--- src/rtl/meta_state_ctrl_pkg.sv ---
// rtl/meta_state_ctrl_pkg.sv - shared geometry, state enums and helpers for the metadata controller
package meta_state_ctrl_pkg;

    localparam int SETS    = 512;
    localparam int SET_W   = 9;
    localparam int WAYS    = 4;
    localparam int STATE_W = 2;
    localparam int LINE_W  = WAYS * STATE_W;

    typedef enum logic {
        INIT = 1'b0,
        RUN  = 1'b1
    } ctrl_state_e;

    // Only META_INVALID is interpreted here; it is what the clear sweep writes.
    typedef enum logic [STATE_W-1:0] {
        META_INVALID   = 2'd0,
        META_SHARED    = 2'd1,
        META_EXCLUSIVE = 2'd2,
        META_DIRTY     = 2'd3
    } meta_e;

    function automatic logic [LINE_W-1:0] replicate_state(input logic [STATE_W-1:0] s);
        return {WAYS{s}};
    endfunction

endpackage

--- src/rtl/meta_state_ctrl_if.sv ---
// rtl/meta_state_ctrl_if.sv - cache-pipeline request/response bundle for the metadata controller
interface meta_state_ctrl_if;
    import meta_state_ctrl_pkg::*;

    logic                 io_init_done;
    logic                 io_flush;
    logic                 io_rd_valid;
    logic                 io_rd_ready;
    logic [SET_W-1:0]     io_rd_set;
    logic                 io_resp_valid;
    logic [LINE_W-1:0]    io_resp_state;
    logic                 io_wr_valid;
    logic                 io_wr_ready;
    logic [SET_W-1:0]     io_wr_set;
    logic [WAYS-1:0]      io_wr_wayOH;
    logic [STATE_W-1:0]   io_wr_state;

    modport slave (
        input  io_flush, io_rd_valid, io_rd_set,
               io_wr_valid, io_wr_set, io_wr_wayOH, io_wr_state,
        output io_init_done, io_rd_ready, io_resp_valid, io_resp_state, io_wr_ready
    );

    modport master (
        output io_flush, io_rd_valid, io_rd_set,
               io_wr_valid, io_wr_set, io_wr_wayOH, io_wr_state,
        input  io_init_done, io_rd_ready, io_resp_valid, io_resp_state, io_wr_ready
    );

endinterface

--- src/rtl/meta_fwd_merge.sv ---
// rtl/meta_fwd_merge.sv - per-way select between a forwarded same-cycle write and array read data
module meta_fwd_merge
    import meta_state_ctrl_pkg::*;
(
    input  logic [WAYS-1:0]    fwd_mask,
    input  logic [STATE_W-1:0] fwd_state,
    input  logic [LINE_W-1:0]  arr_data,
    output logic [LINE_W-1:0]  merged
);

    always_comb begin
        merged = arr_data;
        for (int i = 0; i < WAYS; i++) begin
            if (fwd_mask[i]) begin
                merged[i*STATE_W +: STATE_W] = fwd_state;
            end
        end
    end

endmodule

--- src/rtl/meta_state_ctrl.sv ---
// rtl/meta_state_ctrl.sv - clears the metadata array, then arbitrates pipeline reads/writes onto it
module meta_state_ctrl
    import meta_state_ctrl_pkg::*;
(
    input  logic                clock,
    input  logic                reset,
    meta_state_ctrl_if.slave    io,
    output logic [SET_W-1:0]    arr_r_addr,
    input  logic [LINE_W-1:0]   arr_r_data,
    output logic                arr_w_en,
    output logic [SET_W-1:0]    arr_w_addr,
    output logic [LINE_W-1:0]   arr_w_data,
    output logic [WAYS-1:0]     arr_w_maskOH
);

    ctrl_state_e          state;
    logic [SET_W-1:0]     sweep_cnt;
    logic [SET_W-1:0]     r_addr_q;
    logic                 resp_valid_q;
    logic [WAYS-1:0]      fwd_mask_q;
    logic [STATE_W-1:0]   fwd_state_q;

    logic run;
    logic rd_acc;
    logic wr_acc;
    logic wr_hit;

    assign run    = (state == RUN);
    assign rd_acc = run & io.io_rd_valid;
    assign wr_acc = run & io.io_wr_valid & (|io.io_wr_wayOH);
    // The array returns old data on read-during-write, so a same-set write must be forwarded.
    assign wr_hit = rd_acc & wr_acc & (io.io_wr_set == io.io_rd_set);

    always_comb begin
        if (run) begin
            arr_w_en     = wr_acc;
            arr_w_addr   = io.io_wr_set;
            arr_w_data   = replicate_state(io.io_wr_state);
            arr_w_maskOH = io.io_wr_wayOH;
        end else begin
            arr_w_en     = 1'b1;
            arr_w_addr   = sweep_cnt;
            arr_w_data   = replicate_state(META_INVALID);
            arr_w_maskOH = '1;
        end
    end

    assign arr_r_addr = rd_acc ? io.io_rd_set : r_addr_q;

    always_ff @(posedge clock) begin
        if (!reset) begin
            state        <= INIT;
            sweep_cnt    <= '0;
            r_addr_q     <= '0;
            resp_valid_q <= 1'b0;
            fwd_mask_q   <= '0;
            fwd_state_q  <= '0;
        end else begin
            resp_valid_q <= rd_acc;
            if (rd_acc) begin
                r_addr_q    <= io.io_rd_set;
                fwd_mask_q  <= wr_hit ? io.io_wr_wayOH : '0;
                fwd_state_q <= io.io_wr_state;
            end
            case (state)
                INIT: begin
                    if (sweep_cnt == SET_W'(SETS - 1)) begin
                        state     <= RUN;
                        sweep_cnt <= '0;
                    end else begin
                        sweep_cnt <= sweep_cnt + SET_W'(1);
                    end
                end
                RUN: begin
                    if (io.io_flush) begin
                        state     <= INIT;
                        sweep_cnt <= '0;
                    end
                end
                default: begin
                    state     <= INIT;
                    sweep_cnt <= '0;
                end
            endcase
        end
    end

    meta_fwd_merge u_merge (
        .fwd_mask  (fwd_mask_q),
        .fwd_state (fwd_state_q),
        .arr_data  (arr_r_data),
        .merged    (io.io_resp_state)
    );

    assign io.io_resp_valid = resp_valid_q;
    assign io.io_init_done  = run;
    assign io.io_rd_ready   = run;
    assign io.io_wr_ready   = run;

endmodule

--- src/flat_wrapper.sv ---
// flat-port wrapper written by rule: the top's interface ports become plain ports
module meta_state_ctrl_flat import meta_state_ctrl_pkg::*;
  (clock, reset, arr_r_addr, arr_r_data, arr_w_en, arr_w_addr, arr_w_data, arr_w_maskOH, io_io_flush, io_io_rd_valid, io_io_rd_set, io_io_wr_valid, io_io_wr_set, io_io_wr_wayOH, io_io_wr_state, io_io_init_done, io_io_rd_ready, io_io_resp_valid, io_io_resp_state, io_io_wr_ready);
  meta_state_ctrl_if io_i ();
  input  logic clock;
  input  logic reset;
  output logic [SET_W-1:0] arr_r_addr;
  input  logic [LINE_W-1:0] arr_r_data;
  output logic arr_w_en;
  output logic [SET_W-1:0] arr_w_addr;
  output logic [LINE_W-1:0] arr_w_data;
  output logic [WAYS-1:0] arr_w_maskOH;
  input wire logic [$bits(io_i.io_flush)-1:0] io_io_flush;
  input wire logic [$bits(io_i.io_rd_valid)-1:0] io_io_rd_valid;
  input wire logic [$bits(io_i.io_rd_set)-1:0] io_io_rd_set;
  input wire logic [$bits(io_i.io_wr_valid)-1:0] io_io_wr_valid;
  input wire logic [$bits(io_i.io_wr_set)-1:0] io_io_wr_set;
  input wire logic [$bits(io_i.io_wr_wayOH)-1:0] io_io_wr_wayOH;
  input wire logic [$bits(io_i.io_wr_state)-1:0] io_io_wr_state;
  output wire logic [$bits(io_i.io_init_done)-1:0] io_io_init_done;
  output wire logic [$bits(io_i.io_rd_ready)-1:0] io_io_rd_ready;
  output wire logic [$bits(io_i.io_resp_valid)-1:0] io_io_resp_valid;
  output wire logic [$bits(io_i.io_resp_state)-1:0] io_io_resp_state;
  output wire logic [$bits(io_i.io_wr_ready)-1:0] io_io_wr_ready;
  assign io_i.io_flush = io_io_flush;
  assign io_i.io_rd_valid = io_io_rd_valid;
  assign io_i.io_rd_set = io_io_rd_set;
  assign io_i.io_wr_valid = io_io_wr_valid;
  assign io_i.io_wr_set = io_io_wr_set;
  assign io_i.io_wr_wayOH = io_io_wr_wayOH;
  assign io_i.io_wr_state = io_io_wr_state;
  assign io_io_init_done = io_i.io_init_done;
  assign io_io_rd_ready = io_i.io_rd_ready;
  assign io_io_resp_valid = io_i.io_resp_valid;
  assign io_io_resp_state = io_i.io_resp_state;
  assign io_io_wr_ready = io_i.io_wr_ready;
  meta_state_ctrl u_core (.clock(clock), .reset(reset), .io(io_i), .arr_r_addr(arr_r_addr), .arr_r_data(arr_r_data), .arr_w_en(arr_w_en), .arr_w_addr(arr_w_addr), .arr_w_data(arr_w_data), .arr_w_maskOH(arr_w_maskOH));
endmodule
--- config.mk ---
export PLATFORM = sky130hd
export DESIGN_NAME = meta_state_ctrl_flat
export DESIGN_NICKNAME = d
export VERILOG_FILES = /design/src/rtl/meta_state_ctrl_pkg.sv /design/src/rtl/meta_state_ctrl_if.sv /design/src/rtl/meta_fwd_merge.sv /design/src/rtl/meta_state_ctrl.sv /design/src/flat_wrapper.sv
export SDC_FILE = /design/constraint.sdc
export NUM_CORES = 1
export LEC_CHECK = 0
export ABC_CLOCK_PERIOD_IN_PS = 4900
export BUFFER_PORTS_ARGS = -buffer_cell sky130_fd_sc_hd__buf_4
export CORE_ASPECT_RATIO = 0.7
export CORE_MARGIN = 2
export CORE_UTILIZATION = 35
export DETAILED_ROUTE_END_ITERATION = 7
export HOLD_SLACK_MARGIN = 0.03
export PLACE_DENSITY_LB_ADDON = 0.12
export SETUP_SLACK_MARGIN = 0.5
export SLEW_MARGIN = 20
export SYNTH_ARGS = -nofsm -noshare
export SYNTH_HDL_FRONTEND = slang
export SYNTH_SLANG_ARGS = --single-unit
--- constraint.sdc ---
create_clock -name clock -period 4.9 [get_ports clock]
set_input_delay 0.49 -clock clock [delete_from_list [all_inputs] [get_ports clock]]
set_output_delay 0.49 -clock clock [all_outputs]
set_load 0.03 [all_outputs]
# ---- Word-level counts from Yosys, hierarchy flattened
# Cells that the tools add are included.
dict set report totals {
  input_bits 37
  elab_cells 33
  regBits 26
}
dict set report classes {
  n_reduce_logical 1
  n_bitwise 6
  n_eq_ne 3
  addsub 1
  muxes 16
}
# op count
set op_table {}
lappend op_table {{$mux W9} 4}
lappend op_table {{$pmux W9 S2} 1}
lappend op_table {{$add A9 B1 Y9 const B} 1}
lappend op_table {{$eq A9 B9 Y1} 1}
lappend op_table {{$eq A9 B9 Y1 const B} 1}
lappend op_table {{$mux W2} 4}
lappend op_table {{$mux W4} 2}
lappend op_table {{$mux W8} 1}
lappend op_table {{$and A1 B1 Y1} 5}
lappend op_table {{$reduce_or A4 Y1} 1}
lappend op_table {{$mux W1} 3}
lappend op_table {{$ne A2 B2 Y1 const B} 1}
lappend op_table {{$pmux W1 S2} 1}
lappend op_table {{$not A1 Y1} 1}

# ---- Logic depth before layout (Yosys ltp)
dict set report depth {
  depth_word 5
  depth_mapped 10
  ltp_nobuf 9
}

# ---- Hierarchy
# From an unflattened synthesis, not the netlist that was laid out.
dict set report unflattened {
  cells_unflattened 167
  area_unflattened_um2 1551.5
}
# mod area_per_inst_um2 instances cells_each seq_area_each_um2
set modules_own_cells {}
lappend modules_own_cells {meta_state_ctrl 1461.4 1 159 520.5}
lappend modules_own_cells {meta_fwd_merge 90.1 1 8 0.0}

# ---- Worst setup path after synthesis
# OpenSTA, ideal clock, no wires.
dict set report synth_path {
  kind {reg-to-output}
  from {reg u_core.state (netlist: u_core.io.io_init_done)}
  to {out arr_w_data[2]}
  t_required_ps 4410
  path_buffers 3
  path_slack_ps 2797
  path_stages_with_launch 5
  arrival_ps 1613
  path_cell_list {dfxtp_1 > buf_6 > clkbuf_1 > and2_1 > buf_4}
}
dict set report synth_via {
  elab_chain_cells 1
}
# item line_no
set synth_lines {}
lappend synth_lines {{start, declared} meta_state_ctrl.sv:16} ;# ctrl_state_e state;
lappend synth_lines {{start signal, assigned} meta_state_ctrl.sv:52} ;# state <= INIT;
lappend synth_lines {{start signal, assigned} meta_state_ctrl.sv:68} ;# state <= RUN;
lappend synth_lines {{start signal, assigned} meta_state_ctrl.sv:76} ;# state <= INIT;
lappend synth_lines {{$mux W8} meta_state_ctrl.sv:35} ;# if (run) begin
lappend synth_lines {{end, declared} flat_wrapper.sv:11} ;# output logic [LINE_W-1:0] arr_w_data;
# No other way between the ends.

# ---- Worst setup path in the final report
dict set report layout_path {
  from {reg u_core.sweep_cnt[0]}
  to {reg u_core.sweep_cnt[5]}
}
dict set report layout_via {
  elab_chain_cells 3
  elab_cells_between_ends 4
  cone_classes {add/sub (1); eq/ne (1); mux (2)}
}
# item line_no
set layout_lines {}
lappend layout_lines {{start, declared} meta_state_ctrl.sv:17} ;# logic [SET_W-1:0] sweep_cnt;
lappend layout_lines {{start signal, assigned} meta_state_ctrl.sv:71} ;# sweep_cnt <= sweep_cnt + SET_W'(1);
lappend layout_lines {{$add A9 B1 Y9 or $eq A9 B9 Y1 (tied branches)} {meta_state_ctrl.sv:71, meta_state_ctrl.sv:67}}
lappend layout_lines {{$mux W9 *} meta_state_ctrl.sv:67} ;# if (sweep_cnt == SET_W'(SETS - 1)) begin
lappend layout_lines {{$pmux W9 S2 *} meta_state_ctrl.sv:65} ;# case (state)
# Every way passes the cells marked *; elsewhere a longest branch is shown, timed or not.
# A chain may end at the register's enable or synchronous reset.

==> flow_summary.yaml <==
outcome:
  outcome: "finished clean"
power:
  p_clk_frac: 0.325
  power.share.combinational: 0.162
  power_leakage_nw: 0.994
  ir_worst_vdd_v: 0.000135
  p_int_uw: 321
  switching_share: 0.234
  powerDensity_nw_per_um2: 196
  power_uw: 419
  seqPwrFrac: 0.513
  p_sw_uw: 98.1
placed_design:
  dp_hpwl_um: 3010
  dp_cells: 286
  place_ws_ns: 2.72
  post_dp_cell_area_um2: 2090
  io_buffers: 79
  finalWeightedCongestion: 0.753
routing:
  finalWirelength_um: 3890
  remaining_drc_errors: 0
  drt_iter0_drc: 51
  ant_nets: 0
  vias: 1390
  wire_per_inst_um: 13.4
  dr.pass1.iters: 4
  via_per_inst: 4.79
layout:
  stdcell_count: 290
  diodes: 0
  final_common_cell: "buf_4"
  area_growth_pct: 40.4
  fin_nets: 275
  multiInputGateArea_um2: 875
  regArea_um2: 520
  fill_cells: 424
  final_area_um2: 2140
  most-common-layout-cells: "buf_4, mux2_2, dfxtp_1, and2_1, nand2_1"
  final_layout_size_suffix_gt1_frac: 0.477
  post-route-util: 0.504
critical_path:
  r2r_setup_slack_ns: 2.71
  critPathMaxFanout: 11
  cp_common_cell: "and3_1"
  critPathCaptureType: "flop"
  r2r-start: "u_core.sweep_cnt[0]"
  cp.required_ns: 5.10
  crit_path_cell_trace: "ha_1, and3_1, and3_1, and3_1, ha_1, or2_1, a31oi_1, o21ai_0, a21boi_0"
  cp_slowest_cell: "or2_1"
  crit_arrival_ns: 2.38
  r2r_cells: 9
  cpPeakStageDelay_ns: 0.35
  setup.worst_path.class: "reg -> reg"
  r2r-end: "u_core.sweep_cnt[5]"
  critPathLaunchType: "flop"
sta:
  tightest_slew_ns: 0.408
  grt_setup_unrepaired: "false"
  slew_viol_final: 0
  fin_crit_sh: 0.446
  finalSetupViolations: 0
  clock.fmax_mhz: 458
  worst_hold_slack_ns: 0.484
  setup_tns_ns: 0
  final.min_clock_period_ns: 2.19
  hold_viol_final: 0
  fin_ws_ns: 2.71
  fin_skew_ns: 0.00645
  maxSlewHeadroom: 0.725
synthesis:
  synth_ff_type: "dfxtp_1"
  avgSynthCellArea_um2: 9.13
  syn_area_um2: 1530
  synthCells: 167
  ys_warn_count: 0
  syn_nets: 206
  yosys.cell_types.count: 34
  ys_seq_area_frac: 0.341
  ys_ff_latch: 26
  async_flop_share: 0
  synth-edff-count: 0
floorplan:
  core_area_um2: 4250
  rows: 20
  die_w_um: 82.9
  io_pins: 80
  die_area_um2: 4910
  start_util: 0.359
  dieHeight_um: 59.2
global_route:
  antenna_found_initial: 0
  top_usage_layer: "met2"
  met2_usage: 0.275
  grt_first_pass_wirelength_um: 6600
  grt_use_total: 0.166
  grt_util_met1: 0.220
  grt_max_degree: 33
  globalRouteOverflowTotal: 0
  grt_pass1_vias: 1308
  use_met3: 0.0487
cts:
  cts_hold_buf: 0
  cts_tree: "built"
  cts_made_buffers: 3
  cts.sinks: 26
  cts-resized-gates: 0
  h-tree-depth: 1
  path_clk_slew_ns: 0.09
  clk-insertion-delay-late_ns: 0.27
  cts_buffer_depth: 2
  cts_root_buffer: "clkbuf_8"
  cts_setup_buffers: 0
hold_path:
  holdPathEnd: "u_core.fwd_mask_q[3]"
  min_from: "io_io_wr_wayOH[3]"
  hold_class: "in -> reg"
  hold_depth: 3
run:
  maxCapViolations: 0
-- per-layer routing --
layer | routed length, um | share of wire
met2 | 1760 | 0.45
met5 | 0 | 0
met4 | 20 | 0.0051
met3 | 327 | 0.084
met1 | 1780 | 0.46
-- cells in the mapped netlist (2+ instances only) --
library cell	instances	area share
buf_6	2	0.015
nand3_1	7	0.023
a21boi_0	5	0.025
mux2_2	26	0.19
dfxtp_1	26	0.34
and3_1	6	0.025
and2_1	14	0.057
o21ai_0	7	0.023
nor4_1	3	0.012
inv_1	6	0.015
buf_2	2	0.0066
o21ai_1	4	0.013
xor2_1	9	0.052
ha_1	2	0.016
nor2_1	4	0.0098
nor2b_1	3	0.012
nand2_1	12	0.030
buf_4	8	0.039
a22oi_1	2	0.0098
a21oi_1	2	0.0066
clkbuf_1	4	0.0098
-- power groups by stage --
stage                     clock (mW)  sequential [mW]  combinational [mW]
after floorplan                    0            0.220              0.0303
after global placement             0            0.220              0.0687
after detailed placement           0            0.220              0.0682
after CTS                      0.143            0.215              0.0685
after global routing           0.150            0.216              0.0742
final                          0.136            0.215              0.0678
-- area by class of cell --
cell class / count / share of cell area
multi-input combinational: 119 / 0.408
clock buffer: 4 / 0.0257
timing repair buffer: 80 / 0.280
inverter: 6 / 0.0105
tap: 55 / 0.0321
sequential: 26 / 0.243
-- state kept, by name (all words and copies together) (netlist names) --
register                 cells
u_core.io.io_resp_valid      1
u_core.io.io_init_done       1
u_core.fwd_mask_q            4
u_core.sweep_cnt             9
u_core.r_addr_q              9
u_core.fwd_state_q           2
-- how the worst max path moves through the flow --
stage	startpoint	endpoint	slack, ns	cells after the start
after floorplan	u_core.io.io_init_done	arr_w_data[2]	2.80	4
after global placement	u_core.sweep_cnt[0]	u_core.sweep_cnt[5]	2.76	9
after detailed placement	u_core.sweep_cnt[0]	u_core.sweep_cnt[5]	2.72	9
after CTS	u_core.sweep_cnt[0]	u_core.sweep_cnt[5]	2.73	9
after global routing	u_core.sweep_cnt[0]	u_core.sweep_cnt[2]	2.51	9
final	u_core.sweep_cnt[0]	u_core.sweep_cnt[5]	2.71	9
-- logic make-up (layout without fill, tap and decap cells) --
family,Yosys count,after routing,share of synthesized area
buffers and inverters,22,90,0.0853
XOR/XNOR,9,9,0.0517
flip-flops,26,26,0.341
AND/OR/NAND/NOR,58,58,0.217
adder cells (fa/ha/maj),2,2,0.0164
multiplexers,26,26,0.192
AO/OA/AOI/OAI,24,24,0.0960
-- worst max-delay path: cells and delay by family (launching register included) --
family / cells / cell delay (ns)
and+or+nand+nor: 4 / 0.94
AOI/OAI and AO/OA: 3 / 0.43
adders and majority gates: 2 / 0.41
DFF: 1 / 0.34
(Power assumes the default switching activity.)
